**src/rtl/hazard_control_unit_pkg.sv**
```systemverilog
// Shared definitions for the hazard control unit: FSM encodings and the
// per-cycle pipeline control bundle with its canned values.
package hz_pkg;

  typedef enum logic [1:0] {
    RUN      = 2'b00,
    MEM_WAIT = 2'b01,
    ERROR    = 2'b10
  } hz_state_e;

  typedef struct packed {
    logic pc_write;
    logic ifid_write;
    logic idex_bubble;
    logic ifid_flush;
    logic idex_flush;
    logic pipe_freeze;
  } hz_ctrl_t;

  localparam hz_ctrl_t CTRL_IDLE   = '{pc_write: 1'b1, ifid_write: 1'b1, default: 1'b0};
  localparam hz_ctrl_t CTRL_FREEZE = '{pipe_freeze: 1'b1, default: 1'b0};

  // Resolution of a non-waiting cycle: branch flush outranks load-use stall.
  function automatic hz_ctrl_t run_ctrl(input logic branch_taken, input logic load_use);
    hz_ctrl_t c;
    c = CTRL_IDLE;
    if (branch_taken) begin
      c.ifid_flush = 1'b1;
      c.idex_flush = 1'b1;
    end else if (load_use) begin
      c.pc_write    = 1'b0;
      c.ifid_write  = 1'b0;
      c.idex_bubble = 1'b1;
    end
    return c;
  endfunction

endpackage

```
**src/rtl/hazard_control_unit_if.sv**
```systemverilog
// Pipeline-side signal bundle of the hazard control unit.
interface hazard_control_unit_if #(
  parameter int unsigned CNT_W = 16
);
  logic [4:0]       IFID_rs1;
  logic [4:0]       IFID_rs2;
  logic [4:0]       IDEX_rd;
  logic             IDEX_MemRead;
  logic             branch_taken;
  logic             mem_req;
  logic             mem_ready;
  logic             PC_Write;
  logic             IFID_Write;
  logic             IDEX_Bubble;
  logic             IFID_Flush;
  logic             IDEX_Flush;
  logic             Pipe_Freeze;
  logic             mem_timeout;
  logic [1:0]       hz_state;
  logic [CNT_W-1:0] stall_cnt;
  logic [CNT_W-1:0] flush_cnt;

  modport master (
    output IFID_rs1, IFID_rs2, IDEX_rd, IDEX_MemRead, branch_taken, mem_req, mem_ready,
    input  PC_Write, IFID_Write, IDEX_Bubble, IFID_Flush, IDEX_Flush, Pipe_Freeze,
           mem_timeout, hz_state, stall_cnt, flush_cnt
  );

  modport slave (
    input  IFID_rs1, IFID_rs2, IDEX_rd, IDEX_MemRead, branch_taken, mem_req, mem_ready,
    output PC_Write, IFID_Write, IDEX_Bubble, IFID_Flush, IDEX_Flush, Pipe_Freeze,
           mem_timeout, hz_state, stall_cnt, flush_cnt
  );
endinterface

```
**src/rtl/hazard_control_unit_sat_counter.sv**
```systemverilog
// Saturating up-counter with synchronous active-low clear.
module sat_counter #(
  parameter int unsigned W = 16
) (
  input  logic         clk,
  input  logic         rst_n,
  input  logic         inc,
  output logic [W-1:0] count
);

  always_ff @(posedge clk) begin
    if (!rst_n) begin
      count <= '0;
    end else if (inc && (count != '1)) begin
      count <= count + 1'b1;
    end
  end

endmodule

```
**src/rtl/hazard_control_unit.sv**
```systemverilog
// Pipeline hazard controller: load-use stall, branch flush, memory-wait freeze
// with timeout, plus saturating stall/flush performance counters.
module hazard_control_unit
  import hz_pkg::*;
#(
  parameter int unsigned TIMEOUT_CYCLES = 255,
  parameter int unsigned CNT_W          = 16
) (
  input logic                  clk,
  input logic                  rst_n,
  hazard_control_unit_if.slave hz
);

  localparam int unsigned WAIT_W = (TIMEOUT_CYCLES < 2) ? 1 : $clog2(TIMEOUT_CYCLES);
  localparam logic [WAIT_W-1:0] WAIT_LAST = WAIT_W'(TIMEOUT_CYCLES - 1);

  hz_state_e         state;
  hz_state_e         state_next;
  logic [WAIT_W-1:0] wait_cnt;
  logic              load_use;
  logic              mem_wait;
  logic              timeout_flag;
  hz_ctrl_t          ctrl;
  logic [CNT_W-1:0]  stall_count;
  logic [CNT_W-1:0]  flush_count;

  assign load_use = hz.IDEX_MemRead && (hz.IDEX_rd != 5'd0) &&
                    ((hz.IDEX_rd == hz.IFID_rs1) || (hz.IDEX_rd == hz.IFID_rs2));
  assign mem_wait = hz.mem_req && !hz.mem_ready;

  always_ff @(posedge clk) begin
    if (!rst_n) begin
      state    <= RUN;
      wait_cnt <= '0;
    end else begin
      state <= state_next;
      if ((state == MEM_WAIT) && (state_next == MEM_WAIT)) begin
        wait_cnt <= wait_cnt + 1'b1;
      end else begin
        wait_cnt <= '0;
      end
    end
  end

  // Outputs are decoded from the current inputs so stall/flush/freeze act in
  // the same cycle the hazard appears; reset forces the idle pattern.
  always_comb begin
    state_next   = state;
    ctrl         = CTRL_IDLE;
    timeout_flag = 1'b0;
    case (state)
      RUN: begin
        if (mem_wait) begin
          ctrl       = CTRL_FREEZE;
          state_next = MEM_WAIT;
        end else begin
          ctrl = run_ctrl(hz.branch_taken, load_use);
        end
      end
      MEM_WAIT: begin
        if (hz.mem_ready) begin
          ctrl       = run_ctrl(hz.branch_taken, load_use);
          state_next = RUN;
        end else begin
          ctrl = CTRL_FREEZE;
          if (wait_cnt == WAIT_LAST) begin
            state_next = ERROR;
          end
        end
      end
      ERROR: begin
        ctrl         = CTRL_FREEZE;
        timeout_flag = 1'b1;
      end
      default: begin
        state_next = RUN;
      end
    endcase
    if (!rst_n) begin
      ctrl         = CTRL_IDLE;
      timeout_flag = 1'b0;
    end
  end

  sat_counter #(.W(CNT_W)) u_stall_cnt (
    .clk   (clk),
    .rst_n (rst_n),
    .inc   (!ctrl.pc_write),
    .count (stall_count)
  );

  sat_counter #(.W(CNT_W)) u_flush_cnt (
    .clk   (clk),
    .rst_n (rst_n),
    .inc   (ctrl.ifid_flush),
    .count (flush_count)
  );

  assign hz.PC_Write    = ctrl.pc_write;
  assign hz.IFID_Write  = ctrl.ifid_write;
  assign hz.IDEX_Bubble = ctrl.idex_bubble;
  assign hz.IFID_Flush  = ctrl.ifid_flush;
  assign hz.IDEX_Flush  = ctrl.idex_flush;
  assign hz.Pipe_Freeze = ctrl.pipe_freeze;
  assign hz.mem_timeout = timeout_flag;
  assign hz.hz_state    = rst_n ? state : RUN;
  assign hz.stall_cnt   = stall_count;
  assign hz.flush_cnt   = flush_count;

endmodule

```
**src/flat_wrapper.sv**
```systemverilog
// flat-port wrapper written by rule: the top's interface ports become plain ports
module hazard_control_unit_flat import hz_pkg::*;
#(
  parameter int unsigned TIMEOUT_CYCLES = 255,
  parameter int unsigned CNT_W          = 16
)
  (clk, rst_n, hz_IFID_rs1, hz_IFID_rs2, hz_IDEX_rd, hz_IDEX_MemRead, hz_branch_taken, hz_mem_req, hz_mem_ready, hz_PC_Write, hz_IFID_Write, hz_IDEX_Bubble, hz_IFID_Flush, hz_IDEX_Flush, hz_Pipe_Freeze, hz_mem_timeout, hz_hz_state, hz_stall_cnt, hz_flush_cnt);
  hazard_control_unit_if #(.CNT_W(CNT_W)) hz_i ();
  input logic clk;
  input logic rst_n;
  input wire logic [$bits(hz_i.IFID_rs1)-1:0] hz_IFID_rs1;
  input wire logic [$bits(hz_i.IFID_rs2)-1:0] hz_IFID_rs2;
  input wire logic [$bits(hz_i.IDEX_rd)-1:0] hz_IDEX_rd;
  input wire logic [$bits(hz_i.IDEX_MemRead)-1:0] hz_IDEX_MemRead;
  input wire logic [$bits(hz_i.branch_taken)-1:0] hz_branch_taken;
  input wire logic [$bits(hz_i.mem_req)-1:0] hz_mem_req;
  input wire logic [$bits(hz_i.mem_ready)-1:0] hz_mem_ready;
  output wire logic [$bits(hz_i.PC_Write)-1:0] hz_PC_Write;
  output wire logic [$bits(hz_i.IFID_Write)-1:0] hz_IFID_Write;
  output wire logic [$bits(hz_i.IDEX_Bubble)-1:0] hz_IDEX_Bubble;
  output wire logic [$bits(hz_i.IFID_Flush)-1:0] hz_IFID_Flush;
  output wire logic [$bits(hz_i.IDEX_Flush)-1:0] hz_IDEX_Flush;
  output wire logic [$bits(hz_i.Pipe_Freeze)-1:0] hz_Pipe_Freeze;
  output wire logic [$bits(hz_i.mem_timeout)-1:0] hz_mem_timeout;
  output wire logic [$bits(hz_i.hz_state)-1:0] hz_hz_state;
  output wire logic [$bits(hz_i.stall_cnt)-1:0] hz_stall_cnt;
  output wire logic [$bits(hz_i.flush_cnt)-1:0] hz_flush_cnt;
  assign hz_i.IFID_rs1 = hz_IFID_rs1;
  assign hz_i.IFID_rs2 = hz_IFID_rs2;
  assign hz_i.IDEX_rd = hz_IDEX_rd;
  assign hz_i.IDEX_MemRead = hz_IDEX_MemRead;
  assign hz_i.branch_taken = hz_branch_taken;
  assign hz_i.mem_req = hz_mem_req;
  assign hz_i.mem_ready = hz_mem_ready;
  assign hz_PC_Write = hz_i.PC_Write;
  assign hz_IFID_Write = hz_i.IFID_Write;
  assign hz_IDEX_Bubble = hz_i.IDEX_Bubble;
  assign hz_IFID_Flush = hz_i.IFID_Flush;
  assign hz_IDEX_Flush = hz_i.IDEX_Flush;
  assign hz_Pipe_Freeze = hz_i.Pipe_Freeze;
  assign hz_mem_timeout = hz_i.mem_timeout;
  assign hz_hz_state = hz_i.hz_state;
  assign hz_stall_cnt = hz_i.stall_cnt;
  assign hz_flush_cnt = hz_i.flush_cnt;
  hazard_control_unit #(.TIMEOUT_CYCLES(TIMEOUT_CYCLES), .CNT_W(CNT_W)) u_core (.clk(clk), .rst_n(rst_n), .hz(hz_i));
endmodule
```
**config.mk**
```make
export PLATFORM = sky130hd
export DESIGN_NAME = hazard_control_unit_flat
export DESIGN_NICKNAME = d
export VERILOG_FILES = /design/src/rtl/hazard_control_unit_pkg.sv /design/src/rtl/hazard_control_unit_if.sv /design/src/rtl/hazard_control_unit_sat_counter.sv /design/src/rtl/hazard_control_unit.sv /design/src/flat_wrapper.sv
export SDC_FILE = /design/constraint.sdc
export NUM_CORES = 1
export LEC_CHECK = 0
export CAP_MARGIN = 20
export CORE_MARGIN = 10
export CORE_UTILIZATION = 40
export CTS_CLUSTER_SIZE = 30
export DETAILED_ROUTE_END_ITERATION = 8
export PLACE_DENSITY = 0.69
export SLEW_MARGIN = 30
export SYNTH_ARGS = -nofsm -noshare
export SYNTH_HDL_FRONTEND = slang
export SYNTH_SLANG_ARGS = --single-unit
```
**constraint.sdc**
```tcl
create_clock -name clk -period 4.6 [get_ports clk]
set_input_delay 0.46 -clock clk [delete_from_list [all_inputs] [get_ports clk]]
set_output_delay 0.46 -clock clk [all_outputs]
set_load 0.02 [all_outputs]
```
Yosys cells after proc, flatten, opt, wreduce, memory -nomap -nowiden
Cells that the tools add are included.

Add/subtract/negate cells: 3. Multipliers: 0. Div/mod/pow operators: 0. Order comparisons: 0. Equality and inequality tests: 8. Shift operators: 0. Muxes and demuxes: 14. Bitwise operators: 0. Reductions and logical operators: 12.

Operators by type and width (number): $add A16 B1 Y16 const B (2); $ne A16 B16 Y1 const B (2); $mux W6 (3); $pmux W6 S3 (1); $eq A5 B5 Y1 (2); $mux W2 (5); $add A8 B1 Y8 const B (1); $eq A8 B8 Y1 const B (1); $logic_and A1 B1 Y1 (6); $mux W3 (2); $pmux W2 S3 (1); $reduce_bool A5 Y1 (1); $eq A2 B1 Y1 const B (2); $eq A2 B2 Y1 const B (1); $logic_not A1 Y1 (2); $logic_not A2 Y1 (1); $mux W1 (2); $reduce_and A2 Y1 (1); $logic_or A1 B1 Y1 (1).

Register bits: 42. Bits in latches: 0. RAM bits: 0. Memory bits (read-only): 0. Output and inout port bits: 41. Word-level logic and storage cells: 41. Memories kept: 0.

Logic depth before layout (Yosys ltp)
Gate-level depths: netlist (run 1).

Depth after elaboration: 10. Depth in mapped cells: 8. Mapped depth without buffers: 7.

Hierarchy
A second synthesis (run 1) with hierarchy kept.

Cells, all modules: 271. Area total of the unflattened synthesis: 2316.0 um^2.

Modules (own cells, without submodules): sat_counter (times used 2, cells an instance 97, area an instance 837.1 um^2, sequential area each 320.3 um^2); hazard_control_unit (times used 1, cells an instance 77, area an instance 641.9 um^2, sequential area each 200.2 um^2).

Least setup slack after synthesis (run 1)
OpenSTA, ideal clock, no wires.

Path type: in2out. From: input port hz_IDEX_rd[0]. To: output port hz_PC_Write. Arrival: 1.819 ns. Required time: 4.140 ns. Path slack: 2.321 ns. Cell stages on the path: 6. Path buffers: 1. Path through: or4_4 > o21ai_2 > inv_1 > a21oi_1 > nand2b_1 > buf_4.

Cells in the longest elaborated chain, start to end: 8. Elaborated cells on any way between the ends: 12. Classes of those cells: 2 x eq/ne; 6 x mux; 4 x reduce/logical.

Ends and longest elaborated chain: from (decl) (RTL line flat_wrapper.sv:13) `input wire logic [$bits(hz_i.IDEX_rd)-1:0] hz_IDEX_rd;`; $eq A5 B5 Y1 / $reduce_bool A5 Y1 (equally long branches) (RTL line hazard_control_unit.sv:28, hazard_control_unit.sv:27); $logic_or A1 B1 Y1 / $logic_and A1 B1 Y1 (equally long branches) (RTL line hazard_control_unit.sv:28, hazard_control_unit.sv:27); $logic_and A1 B1 Y1 (*) (RTL line hazard_control_unit.sv:27) `assign load_use = hz.IDEX_MemRead && (hz.IDEX_rd != 5'd0) &&`; $mux W3 (*) (RTL line hazard_control_unit_pkg.sv:30) `end else if (load_use) begin`; $mux W3 (*) (RTL line hazard_control_unit_pkg.sv:27) `if (branch_taken) begin`; $mux W6, on equally long branches (RTL line hazard_control_unit.sv:61, hazard_control_unit.sv:53); $pmux W6 S3 (*) (RTL line hazard_control_unit.sv:51) `case (state)`; $mux W6 (*) (RTL line hazard_control_unit.sv:79) `if (!rst_n) begin`; to (decl) (RTL line flat_wrapper.sv:18) `output wire logic [$bits(hz_i.PC_Write)-1:0] hz_PC_Write;`.

Mark *: on every way between the ends. The rest lies on a longest branch, timed or not.

Worst setup path after layout (run 1)
From: input port hz_IDEX_rd[0]. To: output port hz_IFID_Write.

Cells in the longest elaborated chain, start to end: 8. Elaborated cells on any way between the ends: 12. Classes of those cells: 2 x eq/ne; 6 x mux; 4 x reduce/logical.

Ends and longest elaborated chain: $eq A5 B5 Y1 / $reduce_bool A5 Y1 (equally long branches) (RTL line hazard_control_unit.sv:28, hazard_control_unit.sv:27); $logic_or A1 B1 Y1 / $logic_and A1 B1 Y1 (equally long branches) (RTL line hazard_control_unit.sv:28, hazard_control_unit.sv:27); $logic_and A1 B1 Y1 (*) (RTL line hazard_control_unit.sv:27); $mux W3 (*) (RTL line hazard_control_unit_pkg.sv:30); $mux W3 (*) (RTL line hazard_control_unit_pkg.sv:27); $mux W6, on equally long branches (RTL line hazard_control_unit.sv:61, hazard_control_unit.sv:53); $pmux W6 S3 (*) (RTL line hazard_control_unit.sv:51); $mux W6 (*) (RTL line hazard_control_unit.sv:79); to (decl) (RTL line flat_wrapper.sv:19) `output wire logic [$bits(hz_i.IFID_Write)-1:0] hz_IFID_Write;`.

Marks and branches as above.

==> summary.txt, run 1 <==
Placed design
  – GPL Wtd Cong: 0.7367
  – Post-DP Area: 0.002877 mm^2
  – PortBufs: 61
  – Post-DP HPWL: 4263 um

Critical path
  – Reg2Reg Depth: 7
  – Most common cell on crit path: clkdlybuf4s50_1
  – Worst Setup End Kind: primary output
  – R2r endpoint: u_core.u_flush_cnt.count[3]
  – Startpoint types: input port
  – Worst-path cell chain: clkdlybuf4s50_1 -> or4_4 -> o21ai_2 -> inv_1 -> a21oi_1 -> nand2b_1 -> clkdlybuf4s50_1
  – Worst Path Arrival: 2.75 ns
  – Slowest cell on the critical path: clkdlybuf4s50_1
  – R2R Path Start: u_core.u_flush_cnt.count[0]
  – Req. time, crit path: 4.14 ns
  – Reg2reg setup slack: 2.63 ns
  – CP startpoint: hz_IDEX_rd[0]
  – Worst-path fanout max: 3
  – Worst stage delay on the critical path: 0.62 ns
  – Critical path class: input port to primary output

Global route
  – Tot GR Track Use: 12.20%
  – Global route overflow: 0
  – Number of global-route vias before repair: 1877
  – Initial antenna violation count: 0
  – First-pass GRT wire length: 8845 um
  – Largest net degree at the start of global routing: 28

Final layout
  – Fin area: 0.002972 mm^2
  – Antenna diodes: 0
  – Nets: 347
  – Seq. cell area: 840.8 um^2
  – Share of cells above drive strength 1: 6.811%
  – Footprint of the multi-input gates: 0.001297 mm^2
  – Fillers: 515
  – Layout overhead on the synthesized area: 34.18%

Timing
  – Final setup fails: 0
  – Setup_tns: 0 ns
  – Final Hold Fails: 0
  – Fin crit period: 3.212 ns
  – Worst-Margin Slew: 0.7252 ns
  – Pins Over Slew Limit: 0
  – Setup Skew: 0.005562 ns
  – Tcrit/Tclk final: 69.83%
  – Slew headroom: 51.50%
  – Unrepaired setup endpoints after global routing: false
  – FMAX: 311.3 MHz

Synthesis
  – Post-synth top area cell: dfxtp_1
  – Post-synthesis mux area share: 3.164%
  – Seq/Total Area, Yosys: 37.97%
  – Share of the synthesized area in the top cell type: 37.97%
  – Complex-gate fraction of the synthesized area: 13.84%
  – Post-Synthesis Cells: 261
  – Simple-gate share of the synthesized area: 27.46%
  – Synth warn: 0
  – Syn Area/Cell: 8.485 um^2
  – Area contributors post-synth: dfxtp_1 (38%), xnor2_1 (7.5%), nor2_1 (5.9%), xor2_1 (4.4%), nand2_1 (4.1%)
  – Number of synthesized flops with an enable pin: 0
  – Yosys cell types: 50
  – Synth top cells by count: dfxtp_1 (42), nor2_1 (35), nand2_1 (24), xnor2_1 (19), nand3_1 (17)
  – Syn nets: 286
  – Asr flop ratio synth: 0%
  – Most common cell in the netlist: dfxtp_1
  – Main combinational cell family by area after synthesis: simple AND/OR/NAND/NOR gates
  – Mapped Area: 0.002215 mm^2
  – Dominant synthesized flop cell: dfxtp_1
  – Synth Area in XOR/XNOR: 11.86%
  – Register bit total from synthesis: 42
  – Adder-Cell Fraction of Synth Area: 2.260%

Pwr
  – Combinational fraction of design power: 10.8%
  – Lkg Pwr: 1.014 nW
  – Pwr per Cell Area: 233.1 mW/mm^2
  – VDD IR max: 151.8 uV
  – Net Sw Frac: 24.25%
  – Sw Pwr: 0.0001680 W
  – Clock power frac: 35.9%
  – Int Power: 0.0005247 W
  – Reg power frac: 53.2%

Outcome
  – Status: finished, final reports clean

Drt
  – DR vias/cell: 4.997
  – Routed via count: 1974
  – Detailed-route wire length: 5457 um
  – 1st-iter DRT viols: 81
  – WL/cell: 13.82 um
  – Antenna viol nets, final: 0
  – DRC violations left: 0
  – Drt pass-1 iters: 4

Clock network
  – CTS max path bufs: 2
  – Clock Pin Slew Worst Setup and Hold Paths: 0.08 ns
  – CTS HTree Levels: 2
  – PostCTS Resize Cnt: 0
  – CTS Sinks: 42
  – CTS tree: yes
  – CTS Buf Count: 5
  – Cts hold-fix bufs: 0
  – Clock root buffer: clkbuf_8
  – Clock Latency Late Sink: 0.29 ns
  – Setup bufs post-CTS: 0

Min path
  – Min-delay src: u_core.u_stall_cnt.count[4]
  – Worst hold path depth: 1
  – Worst Hold Class: flip-flop to flip-flop
  – Hold path endpoint: u_core.u_stall_cnt.count[4]

Die
  – # IOs: 62
  – Initial core utilization: 40.72%
  – DIE HEIGHT: 94.41 um
  – Cell Rows: 27
  – Die footprint: 0.008913 mm^2
  – Die X: 94.41 um
  – Core box area: 0.005439 mm^2

Run
  – Max Cap Viol: 0
cell type report:
class	instances	area share, %
multi-input cells	203	43.66
flip-flops and latches	42	28.29
repair buffers	62	20.80
well taps	72	3.032
clock buffers	6	2.779
inverters	8	1.011
clock inverters	2	0.4211
cells in the final DEF (no fill, tap or decap), types with 7 or more instances in the layout:
cell             count
inv_1                7
nor2_1              35
xor2_1              11
xnor2_1             19
dfxtp_1             42
a21oi_1              9
clkdlybuf4s50_1     61
nand3_1             17
mux2i_1              7
nand4_1             12
nand2_1             24
nor3_1               7
registers in the layout, summed over array words and instances (netlist names):
register	count
u_core.state	2
u_core.wait_cnt	8
u_core.u_stall_cnt.count	16
u_core.u_flush_cnt.count	16
through the flow:
step | instances | hold slack [ns] | setup slack (ns) | util (%) | power (W)
after detailed placement | 387 | 0.4861 | 1.394 | 52.89 | 0.0004531
after floorplan | 261 | 0.4525 | 2.321 | - | 0.0004196
after CTS | 395 | 0.5047 | 1.393 | 54.64 | 0.0007013
after global placement | 387 | 0.4678 | 1.448 | 52.89 | 0.0004523
after global routing | 395 | 0.5257 | 1.260 | 54.64 | 0.0007192
final | 395 | 0.4966 | 1.388 | 54.64 | 0.0006928
worst max path at each step:
stage	end	slack (ns)	cells past startpoint
6_report	hz_IFID_Write	1.39	7
5_1_grt	hz_IDEX_Bubble	1.26	5
4_1_cts	hz_IFID_Write	1.39	7
3_5_place_dp	hz_IFID_Write	1.39	7
3_3_place_gp	hz_IFID_Write	1.45	7
2_1_floorplan	hz_PC_Write	2.32	6
critical path: cells and delay by family:
| kind | cells | cell delay (ns) |
|---|---|---|
| buffers and inverters | 3 | 1.16 |
| AOI/OAI and AO/OA | 2 | 0.40 |
| and+or+nand+nor | 2 | 0.73 |
routing by layer:
| layer | global-route usage, % | part of all wire [%] | routed length, um |
|---|---|---|---|
| met1 | 13.73 | 41 | 2237 |
| met2 | 21.28 | 53 | 2897 |
| met3 | 4.124 | 5.5 | 302 |
| met4 | 3.671 | 0.37 | 20 |
| met5 | 0 | 0 | 0 |
cell families after synthesis:
group	after synthesis
simple gates	124
flops	42
compound gates	38
xor+xnor	30
buf+inv	16
mux	7
fa+ha+maj	4
power by group through the flow:
stage	clock network (W)	registers, W	logic [W]
after floorplan	0	0.000379	0.0000409
after global placement	0	0.000377	0.0000750
after detailed placement	0	0.000377	0.0000757
after CTS	0.000256	0.000369	0.0000760
after global routing	0.000267	0.000369	0.0000824
final	0.000249	0.000369	0.0000750
Power figures use the tool's default switching activity.
==> inputs of run 2 (changes only) <==
--- a/config.mk
+++ b/config.mk
@@ -10,7 +10,7 @@
 export CORE_UTILIZATION = 40
 export CTS_CLUSTER_SIZE = 30
 export DETAILED_ROUTE_END_ITERATION = 8
-export PLACE_DENSITY = 0.69
+export PLACE_DENSITY = 0.71
 export SLEW_MARGIN = 30
 export SYNTH_ARGS = -nofsm -noshare
 export SYNTH_HDL_FRONTEND = slang
==> constraint.sdc (replaced) <==
create_clock -name clk -period 2.7 [get_ports clk]
set_input_delay 0.27 -clock clk [delete_from_list [all_inputs] [get_ports clk]]
set_output_delay 0.27 -clock clk [all_outputs]
set_load 0.02 [all_outputs]
==> summary.txt, run 2 (same netlist as run 1, synthesis figures left out) <==
Outcome
  – Status: finished, final reports clean (unchanged)

Pwr
  – Lkg Pwr: 1.077 nW (was 1.014 nW)
  – Overall Power: 0.001178 W (was 0.0006928 W)
  – Pwr per Cell Area: 388.1 mW/mm^2 (was 233.1 mW/mm^2)
  – VDD IR max: 294.2 uV (was 151.8 uV)

Critical path
  – Worst-path fanout max: 8 (was 3)
  – Family with the most delay on the worst path: buffers and inverters (unchanged)
  – Worst Setup End Kind: primary output (unchanged)
  – Reg2Reg Depth: 7 (unchanged)
  – Reg2reg setup slack: 0.71 ns (was 2.63 ns)
  – Startpoint types: flip-flop (was input port)
  – R2R Path Start: u_core.u_flush_cnt.count[0] (unchanged)
  – R2r endpoint: u_core.u_flush_cnt.count[3] (unchanged)
  – Critical path class: flip-flop to primary output (was input port to primary output)
  – Worst Path Arrival: 2.06 ns (was 2.75 ns)
  – Worst stage delay on the critical path: 0.62 ns (about the same)
  – Worst-path cell chain: o21ba_2 -> or2_1 -> and2_1 -> clkdlybuf4s50_1 (was clkdlybuf4s50_1 -> or4_4 -> o21ai_2 -> inv_1 -> a21oi_1 -> nand2b_1 -> clkdlybuf4s50_1)
  – WP buf/inv: 1 (was 3)
  – Req. time, crit path: 2.43 ns (was 4.14 ns)
  – Slowest cell on the critical path: clkdlybuf4s50_1 (unchanged)

Placed design
  – Pre-CTS setup slack: 0.01710 ns (was 1.394 ns)
  – GPL Wtd Cong: 0.7536 (was 0.7367)
  – Post-DP HPWL: 4243 um (was 4263 um)
  – PortBufs: 61 (unchanged)

Drt
  – 1st-iter DRT viols: 66 (was 81)
  – DRC violations left: 0 (unchanged)
  – Routed via count: 2017 (was 1974)
  – Antenna viol nets, final: 0 (unchanged)
  – WL/cell: 13.39 um (was 13.82 um)
  – Drt pass-1 iters: 4 (unchanged)
  – Detailed-route wire length: 5398 um (was 5457 um)
  – DR vias/cell: 5.005 (was 4.997)

Die
  – Initial core utilization: 40.72% (unchanged)
  – Die X: 94.41 um (unchanged)
  – Cell Rows: 27 (unchanged)
  – DIE HEIGHT: 94.41 um (unchanged)
  – Core box area: 0.005439 mm^2 (unchanged)
  – Die footprint: 0.008913 mm^2 (unchanged)
  – # IOs: 62 (unchanged)

Min path
  – Worst Hold Class: flip-flop to flip-flop (unchanged)
  – Hold path endpoint: u_core.u_stall_cnt.count[3] (was u_core.u_stall_cnt.count[4])
  – Min-delay src: u_core.u_stall_cnt.count[3] (was u_core.u_stall_cnt.count[4])
  – Worst hold path depth: 1 (unchanged)

Timing
  – Worst-Margin Slew: 0.6010 ns (was 0.7252 ns)
  – Pins Over Slew Limit: 0 (unchanged)
  – Unrepaired setup endpoints after global routing: false (unchanged)
  – Final WS setup: 0.3738 ns (was 1.388 ns)
  – FMAX: 429.9 MHz
  – Setup_tns: 0 ns (unchanged)
  – Final setup fails: 0 (unchanged)
  – Fin crit period: 2.326 ns
  – Final Hold Fails: 0 (unchanged)
  – Slew headroom: 59.62% (was 51.50%)
  – Tcrit/Tclk final: 86.15%
  – Setup Skew: 0.004618 ns (was 0.005562 ns)

Final layout
  – Biggest regs: u_core.u_flush_cnt.count: 16 flops, u_core.u_stall_cnt.count: 16 flops, u_core.wait_cnt: 8 flops (unchanged)
  – Antenna diodes: 0 (unchanged)
  – Most common cell after layout, fill and taps aside: clkdlybuf4s50_1 (unchanged)
  – Share of cells above drive strength 1: 8.761% (was 6.811%)
  – Layout overhead on the synthesized area: 37.06% (was 34.18%)
  – Commonest cells after routing, fill and taps aside: clkdlybuf4s50_1 (58), dfxtp_1 (42), nor2_1 (35) (was clkdlybuf4s50_1 (61), dfxtp_1 (42), nor2_1 (35))
  – Nets: 355 (was 347)

Global route
  – Tot GR Track Use: 12.34% (was 12.20%)
  – First-pass GRT wire length: 9045 um (was 8845 um)
  – Initial antenna violation count: 0 (unchanged)
  – Largest net degree at the start of global routing: 27 (was 28)
  – Global route overflow: 0 (unchanged)
  – Number of global-route vias before repair: 1955 (was 1877)

Clock network
  – Clock root buffer: clkbuf_8 (unchanged)
  – CTS Buf Count: 5 (unchanged)
  – Cts hold-fix bufs: 0 (unchanged)
  – Clock Latency Late Sink: 0.29 ns (about the same)
  – CTS HTree Levels: 2 (unchanged)
  – Clock Pin Slew Worst Setup and Hold Paths: 0.07 ns (was 0.08 ns)
  – CTS tree: yes (unchanged)
  – CTS Sinks: 42 (unchanged)
  – CTS max path bufs: 2 (unchanged)

Run
  – Max Cap Viol: 0 (unchanged)
[run 2: cell types whose count changed in the layout (fill, tap and decap cells not counted), sizes merged]
cell           change
dlymetal6s2s       +3
buf                +8
clkdlybuf4s50      -3
clkinvlp           -1
clkbuf             +1
[run 2: cell type report]
cell class	instances	area, um^2
Fill cell	507	2404
Tap cell	72	90.09
Sequential cell	42	840.8
Clock buffer	7	86.33
Multi-Input combinational cell	203	1297
Clock inverter	1	5.005
Timing Repair Buffer	70	685.7
Inverter	8	30.03
[run 2: metal layers]
layer  wire [um]  track usage, %  up-vias
met4          48           3.797        0
met3         224           3.093        6
met1        2368           14.71      940
met2        2755           21.22       24
li1            -               -     1047
met5           0               0        -
[run 2: through the flow]
| step | hold WS (ns) | cell area (um^2) | utilization (%) | std cells |
|---|---|---|---|---|
| after floorplan | 0.4525 | 2215 | - | 261 |
| after global placement | 0.4636 | 2937 | 53.99 | 395 |
| after detailed placement | 0.4816 | 2937 | 53.99 | 395 |
| after CTS | 0.5065 | 3028 | 55.67 | 403 |
| after global routing | 0.5248 | 3035 | 55.81 | 403 |
| final | 0.5063 | 3035 | 55.81 | 403 |
[run 2: report_power, final]
part | internal [W] | switching (W) | leakage (nW) | total, W
sequential | 0.000623 | 0.00000582 | 0.339 | 0.000628
clock | 0.000206 | 0.000206 | 0.0482 | 0.000412
combinational | 0.0000736 | 0.0000639 | 0.690 | 0.000137
[run 2: how the worst max path moves through the flow]
stage,start,cells past startpoint,end,slack (ns)
6_report,u_core.state[0],4,hz_Pipe_Freeze,0.37
2_1_floorplan,hz_IDEX_rd[0],6,hz_PC_Write,0.80
4_1_cts,hz_IDEX_rd[0],7,hz_PC_Write,0.02
3_3_place_gp,hz_IDEX_rd[0],7,hz_PC_Write,0.08
5_1_grt,u_core.state[0],4,hz_Pipe_Freeze,0.26
3_5_place_dp,hz_IDEX_rd[0],7,hz_PC_Write,0.02
[run 2: worst register-to-register path: stages (launching register included)]
cell     delay, ns
dfxtp_1       0.41
ha_1          0.22
nand2_1       0.10
or3_1         0.42
o21ai_1       0.40
nor2_1        0.12
xnor2_1       0.16
nor2_1        0.06
[run 2: repair_timing]
item	in CTS	in global routing
setup buffers	0	0
endpoints found under the setup margin	0	3
resized for setup	0	3
==> inputs of run 3 (changes only) <==
==> constraint.sdc (replaced) <==
create_clock -name clk -period 1.9 [get_ports clk]
set_input_delay 0.19 -clock clk [delete_from_list [all_inputs] [get_ports clk]]
set_output_delay 0.19 -clock clk [all_outputs]
set_load 0.02 [all_outputs]
==> summary.txt, run 3 (same netlist as run 1, synthesis figures left out) <==
Drt
  – Met3 wire length: 222 um (was 224 um)
  – DR vias/cell: 4.963 (was 5.005)
  – Met1 WL: 2577 um (was 2368 um)
  – 1st-iter DRT viols: 86 (was 66)
  – Drt pass-1 iters: 4 (unchanged)
  – DR top layer: met4 (unchanged)
  – Detailed-route wire length: 6149 um (was 5398 um)
  – Routed via count: 2169 (was 2017)
  – WL met2: 3226 um (was 2755 um)
  – DRC violations left: 0 (unchanged)
  – Antenna viol nets, final: 0 (unchanged)
  – WL/cell: 14.07 um (was 13.39 um)

Global route
  – Largest net degree at the start of global routing: 27 (unchanged)
  – Tot GR Track Use: 13.69% (was 12.34%)
  – Number of global-route vias before repair: 2134 (was 1955)
  – Initial antenna violation count: 0 (unchanged)
  – Global route overflow: 0 (unchanged)
  – First-pass GRT wire length: 9915 um (was 9045 um)

Timing
  – FMAX: 534.1 MHz
  – Final Hold Fails: 0 (unchanged)
  – Setup Skew: 0.007597 ns (was 0.004618 ns)
  – Tcrit/Tclk final: 98.54%
  – Pins Over Slew Limit: 0 (unchanged)
  – Fin crit period: 1.872 ns
  – Final setup fails: 0 (unchanged)
  – Slew headroom: 79.26% (was 59.62%)
  – Worst-Margin Slew: 0.3102 ns (was 0.6010 ns)

Final layout
  – Layout overhead on the synthesized area: 53.95% (was 37.06%)
  – Fillers: 458 (was 507)
  – Share of cells above drive strength 1: 21.92% (was 8.761%)
  – Nets: 389 (was 355)
  – Fin area: 0.003410 mm^2 (was 0.003035 mm^2)
  – Commonest cells after routing, fill and taps aside: clkdlybuf4s50_1 (48), buf_4 (44), dfxtp_1 (42) (was clkdlybuf4s50_1 (58), dfxtp_1 (42), nor2_1 (35))
  – Most common cell after layout, fill and taps aside: clkdlybuf4s50_1 (unchanged)
  – Antenna diodes: 0 (unchanged)
  – Biggest regs: u_core.u_flush_cnt.count: 16 flops, u_core.u_stall_cnt.count: 16 flops, u_core.wait_cnt: 8 flops (unchanged)

Critical path
  – Critical path class: input port to primary output (was flip-flop to primary output)
  – R2R Path Start: u_core.u_stall_cnt.count[4] (was u_core.u_flush_cnt.count[0])
  – Worst Setup End Kind: primary output (unchanged)
  – R2r endpoint: u_core.u_stall_cnt.count[6] (was u_core.u_flush_cnt.count[3])
  – Reg2Reg Depth: 6 (was 7)
  – Worst Path Arrival: 1.68 ns (was 2.06 ns)
  – Reg2reg setup slack: 0.07 ns (was 0.71 ns)
  – Startpoint types: input port (was flip-flop)
  – Worst-path cell chain: dlygate4sd2_1 -> or4_4 -> o21ai_2 -> inv_1 -> a21oi_2 -> nand2b_4 -> buf_4 (was o21ba_2 -> or2_1 -> and2_1 -> clkdlybuf4s50_1)
  – Worst-path fanout max: 2 (was 8)
  – Worst stage delay on the critical path: 0.54 ns (was 0.62 ns)
  – Req. time, crit path: 1.71 ns (was 2.43 ns)
  – Slowest cell on the critical path: or4_4 (was clkdlybuf4s50_1)

Die
  – Initial core utilization: 40.72% (unchanged)
  – DIE HEIGHT: 94.41 um (unchanged)
  – Cell Rows: 27 (unchanged)
  – Die X: 94.41 um (unchanged)
  – Die footprint: 0.008913 mm^2 (unchanged)
  – Core box area: 0.005439 mm^2 (unchanged)
  – # IOs: 62 (unchanged)

Min path
  – Hold path endpoint: u_core.u_stall_cnt.count[4] (was u_core.u_stall_cnt.count[3])
  – Min-delay src: u_core.u_stall_cnt.count[4] (was u_core.u_stall_cnt.count[3])
  – Worst Hold Class: flip-flop to flip-flop (unchanged)
  – Worst hold path depth: 1 (unchanged)

Placed design
  – GPL Wtd Cong: 0.7815 (was 0.7536)
  – Post-DP HPWL: 4710 um (was 4243 um)
  – PortBufs: 61 (unchanged)
  – Post-DP Area: 0.003177 mm^2 (was 0.002937 mm^2)

Clock network
  – CTS max path bufs: 2 (unchanged)
  – Clock root buffer: clkbuf_8 (unchanged)
  – CTS Buf Count: 5 (unchanged)
  – Clock Pin Slew Worst Setup and Hold Paths: 0.07 ns (about the same)
  – CTS HTree Levels: 2 (unchanged)
  – Cts hold-fix bufs: 0 (unchanged)
  – CTS Sinks: 42 (unchanged)
  – CTS tree: yes (unchanged)
  – Clock Latency Late Sink: 0.30 ns (was 0.29 ns)

Pwr
  – Combinational fraction of design power: 12.3% (was 11.7%)
  – Lkg Pwr: 1.320 nW (was 1.077 nW)
  – Sw Pwr: 0.0004234 W (was 0.0002756 W)
  – Reg power frac: 44.4% (was 53.3%)
  – VDD IR max: 555.1 uV (was 294.2 uV)
  – Overall Power: 0.001998 W (was 0.001178 W)
  – Int Power: 0.001575 W (was 0.0009025 W)
  – Pwr per Cell Area: 586.0 mW/mm^2 (was 388.1 mW/mm^2)
  – Net Sw Frac: 21.19% (was 23.39%)
  – Clock power frac: 43.3% (was 35.0%)

Run
  – Max Cap Viol: 0 (unchanged)

Outcome
  – Status: finished, final reports clean (unchanged)
## run 3: repair_timing
action / CTS / global route
buffers inserted: 1 / 1
pin swaps: 2 / 6
endpoints found under the setup margin: 11 / 16
hold endpoints to repair: 0 / 0
resized for setup: 30 / 16
## run 3: power groups by stage
stage / clock (W) / sequential, W / combinational, W
after floorplan: 0 / 0.000917 / 0.0000990
after global placement: 0 / 0.000908 / 0.000222
after detailed placement: 0 / 0.000909 / 0.000227
after CTS: 0.000887 / 0.000888 / 0.000231
after global routing: 0.000911 / 0.000889 / 0.000264
final: 0.000865 / 0.000888 / 0.000245
## run 3: worst max-delay path by stage
stage / from / endpoint / slack [ns] / cells after the start
final: hz_IDEX_rd[0] / hz_IFID_Write / 0.03 / 7
after global routing: hz_IFID_rs1[0] / hz_IDEX_Bubble / -0.03 / 7
after CTS: hz_IDEX_rd[4] / u_core.u_stall_cnt.count[9] / 0.001 / 9
after detailed placement: hz_IDEX_rd[0] / hz_IFID_Write / -0.61 / 7
after global placement: hz_IDEX_rd[0] / hz_PC_Write / -0.55 / 7
after floorplan: u_core.u_flush_cnt.count[0] / u_core.u_flush_cnt.count[5] / 0.02 / 7
## run 3: cell type report
cell class                      instances  area (um^2)  share of cell area [%]
Multi-Input combinational cell        203         1374                   40.29
Clock buffer                            6        82.58                   2.422
Clock inverter                          2        60.06                   1.761
Inverter                                8        30.03                  0.8807
Tap cell                               72        90.09                   2.642
Timing Repair Buffer                  104        932.1                   27.34
Sequential cell                        42        840.8                   24.66
## run 3: metal layers
metal / vias to the layer above / GRT usage, %
li1: 1113 / -
met1: 1020 / 15.35
met2: 24 / 24.20
met3: 12 / 3.648
met4: 0 / 5.063
met5: - / 0
## run 3: critical path, delay by kind of cell
family	cells	cell delay, ns
compound gates	2	0.31
buf+inv	3	0.49
simple gates	2	0.69
## run 3: per-stage QoR
| step | instances | util, % | setup slack, ns | hold slack, ns | TNS, ns |
|---|---|---|---|---|---|
| floorplan | 261 | - | 0.01648 | 0.3821 | 0 |
| global placement | 427 | 58.41 | -0.5546 | 0.4619 | -5.242 |
| detailed placement | 427 | 58.41 | -0.6132 | 0.4831 | -7.843 |
| CTS | 436 | 61.31 | 0.001225 | 0.5030 | 0 |
| global route | 437 | 62.69 | -0.03126 | 0.5148 | -0.09146 |
| finish | 437 | 62.69 | 0.02773 | 0.4990 | 0 |
